--- config.mk ---
export PLATFORM = sky130hd
export DESIGN_NAME = box_slot_buffer
export DESIGN_NICKNAME = d
export VERILOG_FILES = /design/src/rtl/box_slot_buffer.sv
export SDC_FILE = /design/constraint.sdc
export NUM_CORES = 2
export LEC_CHECK = 0
export BUFFER_PORTS_ARGS = -buffer_cell sky130_fd_sc_hd__buf_2
export CORE_ASPECT_RATIO = 0.6
export CORE_MARGIN = 2
export CORE_UTILIZATION = 60
export CTS_BUF_LIST = sky130_fd_sc_hd__clkbuf_8
export DETAILED_ROUTE_END_ITERATION = 6
export GPL_ROUTABILITY_DRIVEN = 0
export PLACE_DENSITY = 0.8
export SLEW_MARGIN = 10
export SYNTH_ARGS = -nofsm -noshare
export SYNTH_HDL_FRONTEND = slang
export SYNTH_SLANG_ARGS = --single-unit
--- constraint.sdc ---
create_clock -name clk -period 4.05 [get_ports clk]
set_input_delay 0.405 -clock clk [delete_from_list [all_inputs] [get_ports clk]]
set_output_delay 0.405 -clock clk [all_outputs]
set_load 0.02 [all_outputs]
--- src/rtl/box_slot_buffer.sv ---
// box_slot_buffer: packs AXI AW+W bursts into slots, queues them in a DEPTH-entry FIFO and launches one at a time (in: s_aw*/s_w* bursts, tran_ready; out: tran_valid, ready_fall, out_* launched slot, err_wid/err_len sticky flags)
module box_slot_buffer #(
  parameter int ID_WIDTH      = 4,
  parameter int ADDR_WIDTH    = 32,
  parameter int PDATA_WIDTH   = 32,
  parameter int PLENGTH_WIDTH = 4,
  parameter int USER_WIDTH    = 4,
  parameter int DEPTH         = 2,
  localparam int MAX_BEATS = 2**PLENGTH_WIDTH,
  localparam int SW        = PDATA_WIDTH/8,
  localparam int PW        = $clog2(DEPTH),
  localparam int CW        = PW+1
)(
  input  logic                           clk,
  input  logic                           rst_n,
  input  logic                           s_awvalid,
  output logic                           s_awready,
  input  logic [ID_WIDTH-1:0]            s_awid,
  input  logic [ADDR_WIDTH-1:0]          s_awaddr,
  input  logic [PLENGTH_WIDTH-1:0]       s_awlen,
  input  logic [2:0]                     s_awsize,
  input  logic [1:0]                     s_awburst,
  input  logic [USER_WIDTH-1:0]          s_awuser,
  input  logic                           s_wvalid,
  output logic                           s_wready,
  input  logic [ID_WIDTH-1:0]            s_wid,
  input  logic [PDATA_WIDTH-1:0]         s_wdata,
  input  logic [SW-1:0]                  s_wstrb,
  input  logic                           s_wlast,
  output logic                           tran_valid,
  input  logic                           tran_ready,
  output logic                           ready_fall,
  output logic [ID_WIDTH-1:0]            out_awid,
  output logic [ADDR_WIDTH-1:0]          out_awaddr,
  output logic [PLENGTH_WIDTH-1:0]       out_awlen,
  output logic [2:0]                     out_awsize,
  output logic [1:0]                     out_awburst,
  output logic [USER_WIDTH-1:0]          out_awuser,
  output logic [MAX_BEATS*PDATA_WIDTH-1:0] out_data,
  output logic [MAX_BEATS*SW-1:0]        out_strb,
  output logic                           err_wid,
  output logic                           err_len
);
  typedef struct packed {
    logic [ID_WIDTH-1:0]              id;
    logic [ADDR_WIDTH-1:0]            addr;
    logic [PLENGTH_WIDTH-1:0]         len;
    logic [2:0]                       size;
    logic [1:0]                       burst;
    logic [USER_WIDTH-1:0]            user;
    logic [MAX_BEATS*PDATA_WIDTH-1:0] data;
    logic [MAX_BEATS*SW-1:0]          strb;
  } slot_t;
  typedef enum logic [1:0] {IDLE, DATA, COMMIT} state_t;
  state_t state_q, state_d;
  slot_t slot_q [DEPTH];
  slot_t slot_d [DEPTH];
  slot_t out_q, out_d;
  logic [PW-1:0] wr_ptr_q, wr_ptr_d, rd_ptr_q, rd_ptr_d;
  logic [CW-1:0] count_q, count_d;
  logic [PLENGTH_WIDTH-1:0] beat_cnt_q, beat_cnt_d;
  logic tran_valid_q, tran_valid_d, ready_fall_q, ready_fall_d;
  logic err_wid_q, err_wid_d, err_len_q, err_len_d;
  logic commit, launch, at_len;
  always_comb begin
    state_d    = state_q;
    slot_d     = slot_q;
    out_d      = out_q;
    wr_ptr_d   = wr_ptr_q;
    rd_ptr_d   = rd_ptr_q;
    beat_cnt_d = beat_cnt_q;
    err_wid_d  = err_wid_q;
    err_len_d  = err_len_q;
    s_awready  = state_q == IDLE && count_q < CW'(DEPTH);
    s_wready   = state_q == DATA;
    at_len     = beat_cnt_q == slot_q[wr_ptr_q].len;
    commit     = state_q == COMMIT;
    // a slot in COMMIT is already complete, so it may launch in the same cycle
    launch     = !tran_valid_q && tran_ready && (count_q != '0 || commit);
    if (s_awvalid && s_awready) begin
      slot_d[wr_ptr_q].id    = s_awid;
      slot_d[wr_ptr_q].addr  = s_awaddr;
      slot_d[wr_ptr_q].len   = s_awlen;
      slot_d[wr_ptr_q].size  = s_awsize;
      slot_d[wr_ptr_q].burst = s_awburst;
      slot_d[wr_ptr_q].user  = s_awuser;
      slot_d[wr_ptr_q].strb  = '0;
      beat_cnt_d             = '0;
      state_d                = DATA;
    end
    if (s_wvalid && s_wready) begin
      slot_d[wr_ptr_q].data[beat_cnt_q*PDATA_WIDTH +: PDATA_WIDTH] = s_wdata;
      slot_d[wr_ptr_q].strb[beat_cnt_q*SW +: SW]                   = s_wstrb;
      beat_cnt_d = beat_cnt_q + PLENGTH_WIDTH'(1);
      err_wid_d  = err_wid_q | (s_wid != slot_q[wr_ptr_q].id);
      err_len_d  = err_len_q | (s_wlast ^ at_len);
      state_d    = s_wlast || at_len ? COMMIT : DATA;
    end
    if (commit) begin
      wr_ptr_d = wr_ptr_q + PW'(1);
      state_d  = IDLE;
    end
    if (launch) begin
      out_d    = slot_q[rd_ptr_q];
      rd_ptr_d = rd_ptr_q + PW'(1);
    end
    count_d      = count_q + CW'(commit) - CW'(launch);
    tran_valid_d = launch || (tran_valid_q && !tran_ready);
    ready_fall_d = tran_valid_q && tran_ready;
  end
  always_ff @(posedge clk or negedge rst_n) begin
    if (!rst_n) begin
      state_q      <= IDLE;
      slot_q       <= '{default: '0};
      out_q        <= '0;
      wr_ptr_q     <= '0;
      rd_ptr_q     <= '0;
      count_q      <= '0;
      beat_cnt_q   <= '0;
      tran_valid_q <= 1'b0;
      ready_fall_q <= 1'b0;
      err_wid_q    <= 1'b0;
      err_len_q    <= 1'b0;
    end else begin
      state_q      <= state_d;
      slot_q       <= slot_d;
      out_q        <= out_d;
      wr_ptr_q     <= wr_ptr_d;
      rd_ptr_q     <= rd_ptr_d;
      count_q      <= count_d;
      beat_cnt_q   <= beat_cnt_d;
      tran_valid_q <= tran_valid_d;
      ready_fall_q <= ready_fall_d;
      err_wid_q    <= err_wid_d;
      err_len_q    <= err_len_d;
    end
  end
  assign {out_awid, out_awaddr, out_awlen, out_awsize, out_awburst, out_awuser, out_data, out_strb} = out_q;
  assign tran_valid = tran_valid_q;
  assign ready_fall = ready_fall_q;
  assign err_wid    = err_wid_q;
  assign err_len    = err_len_q;
endmodule
==> results.ini <==
[logic_synthesis]
synth_ff_type = dfrtp_1
synth_edf_count = 0
ys_seq_elements = 1889
synthCells = 6381
yosysWarnings = 0
yosysSeqAreaShare_pct = 59.93
synth_area_um2 = 78880
syn_area_per_cell_um2 = 12.36
syn-num-nets = 6482
postSynth.asyncResetShare_pct = 100.0
synth_cell_types = 58

[floorplan]
dieHeight_um = 284.9
fp.dieW_um = 472.1
dieArea_um2 = 134500
initial_utilization_pct = 60.83
io_pins = 726
num_rows = 102
core_um2 = 129700

[worst_setup_path]
crit_end = slot_q[296]
cp_max_fo = 36
r2r_start = beat_cnt_q[1]
crit_chain = inv_1 > ha_2 > nand3b_2 > a21boi_2 > buf_4 > nand4_4 > mux2_2
startpoint = beat_cnt_q[1]
endpoint_kind = register
rr_worst_depth = 7
rrSetupSlack_ns = 0.57
critPathKind = reg -> reg
cp-start-kind = register
crit_slowest_cell = nand4_4
worstPathArrival_ns = 4.30
cpPeakStageDelay_ns = 0.70
cp.required_ns = 4.87
r2r-end = slot_q[296]

[cts]
root_buffer = clkbuf_8
clk_latency_ns = 1.00
clock-sinks = 1889
cts-resized-gates = 0
cts_buffer_depth = 4
h-tree-depth = 5
cts_buffers = 287
tritoncts = built
path_clk_slew_ns = 0.07

[power]
p_leak_uw = 0.04728
total_power_uw = 49390
power-per-cell-area_nw_per_um2 = 545.8
ir_worst_vdd_uv = 512.2

[layout]
n_fill_cell = 8971
final_nets = 7260
areaGrowthSynthToFinish_pct = 14.72
layout-drive-gt1-share_pct = 27.66

[timing]
setup_viol = 0
fin_crit_ns = 3.481
skew_ns = 0.07510
rsz0062_at_grt = no
max_slew_margin_pct = 26.00
maxSlewViolCount = 0
hold_viol_final = 0
worst_pin_slew_ns = 1.110
layout_worst_path_cycle_share_pct = 85.95
fin_ws_ns = 0.5692
fmaxAchievable_mhz = 287.3
finalSetupTns_ns = 0

[global_route]
grt_pass1_wl_mm = 348.1
grt_pass1_vias = 55340
antenna_found_initial = 36
grt_usage_pct = 34.49
grt_max_degree = 253
grt_remaining_overflow = 0

[routing]
drt_iter0_drc = 5542
dr_total_vias = 54800
post_drt_wl_per_cell_um = 25.59
drc_errors = 0
drt_pass1_iterations = 6
detail-route-antenna-nets = 0
vias_per_cell = 6.016
drt_wl_total_mm = 233.1

[place]
dp_hpwl_mm = 150.5
pre_cts_slack_ns = 0.6149
port_buffers = 725

[worst_hold_path]
hp-class = in -> async

[job]
cap_viol_max_count = 0

[status]
status = finished, final reports clean

==> timing repair <==
| action | in CTS | in global routing |
|---|---|---|
| hold buffers | 75 | 0 |
| setup buffers | 0 | 0 |
| hold endpoints to repair | 361 | 0 |
==> through the flow <==
stage / hold WS (ns) / cell area [um^2] / instances / util [%]
finish: 0.007329 / 90490 / 9108 / 69.79
global route: 0.02594 / 90390 / 9069 / 69.71
CTS: 0.001098 / 90360 / 9056 / 69.69
detailed placement: 0.4431 / 84200 / 8511 / 64.94
global placement: 0.4358 / 84200 / 8511 / 64.94
floorplan: 0.1094 / 78880 / 6381 / -
==> cells in the final DEF (no fill, tap or decap), types with 99 or more instances in the layout <==
master / n
and3_1: 160
inv_1: 99
mux2_2: 603
mux2_1: 147
mux2i_1: 737
dfrtp_1: 1887
buf_2: 724
nand2_1: 1067
o21ai_0: 908
clkbuf_8: 351
mux2_4: 120
buf_4: 109
==> area by class of cell <==
class	count	area, um^2	area share, %
Timing Repair Buffer	947	5973	6.601
Antenna cell	52	130.1	0.1438
Clock buffer	351	4831	5.339
Clock inverter	119	578.1	0.6388
Sequential cell	1889	47280	52.24
Tap cell	1716	2147	2.373
Inverter	10	37.54	0.04148
Multi-Input combinational cell	4024	29520	32.62
==> critical path: cells and delay by family (launching register included) <==
kind / cells / cell delay, ns
and+or+nand+nor: 2 / 0.91
muxes: 1 / 0.60
DFF: 1 / 0.48
AOI/OAI and AO/OA: 1 / 0.46
buffers and inverters: 2 / 0.44
adders and majority gates: 1 / 0.42
==> Yosys cell counts, types with 27 or more instances <==
cell type	count	share of area [%]
and2_1	68	0.54
and3_1	160	1.3
buf_2	83	0.53
buf_4	35	0.33
buf_6	27	0.39
clkbuf_1	297	1.4
dfrtp_1	1889	60
mux2_1	147	2.1
mux2_2	603	8.6
mux2_4	120	2.3
mux2i_1	737	9.4
nand2_1	1069	5.1
nand3_1	46	0.29
o21ai_0	908	5.8
o31ai_1	65	0.62
==> report_power, final <==
group | switching (uW) | total [uW] | internal, uW | leakage [uW]
registers | 966 | 21200 | 20200 | 0.0261
logic | 8940 | 12900 | 3980 | 0.0180
clock network | 7340 | 15300 | 7920 | 0.00313
==> flip-flops by register name, indices dropped and copies added, names as in the netlist <==
register     count
slot_q        1250
out_data       512
out_strb        64
out_awaddr      32
beat_cnt_q       4
out_awid         4
out_awlen        4
out_awuser       4
out_awsize       3
count_q          2
out_awburst      2
state_q          2
err_len          1
err_wid          1
rd_ptr_q         1
ready_fall       1
tran_valid       1
wr_ptr_q         1
==> worst min path at each step <==
| stage | start | end | cells past startpoint |
|---|---|---|---|
| floorplan | rst_n | beat_cnt_q[0] | 0 |
| global placement | err_len | err_len | 1 |
| detailed placement | err_len | err_len | 1 |
| CTS | s_wdata[0] | slot_q[689] | 3 |
| global route | s_wdata[29] | slot_q[718] | 4 |
| finish | rst_n | slot_q[280] | 2 |
==> routing by layer <==
layer  track usage [%]  part of all wire, %  vias up
li1                  -                    -    23740
met1             47.82                   41    28150
met2             51.99                   46     2406
met3             9.134                  8.9      500
met4             14.56                  4.0        2
met5                 0               0.0047        -
==> logic make-up (layout without fill, tap and decap cells) <==
family / Yosys count / after routing / synth area share [%]
AOI/OAI and AO/OA: 986 / 986 / 6.553
xor gates and xnor gates: 14 / 14 / 0.1793
and+or+nand+nor: 1411 / 1411 / 8.114
adders and majority gates: 6 / 6 / 0.09517
buffers and inverters: 468 / 1427 / 2.785
muxes: 1607 / 1607 / 22.34
DFF: 1889 / 1889 / 59.93
other: 0 / 52 / 0
Note: power is estimated with default switching activity, not from simulation.
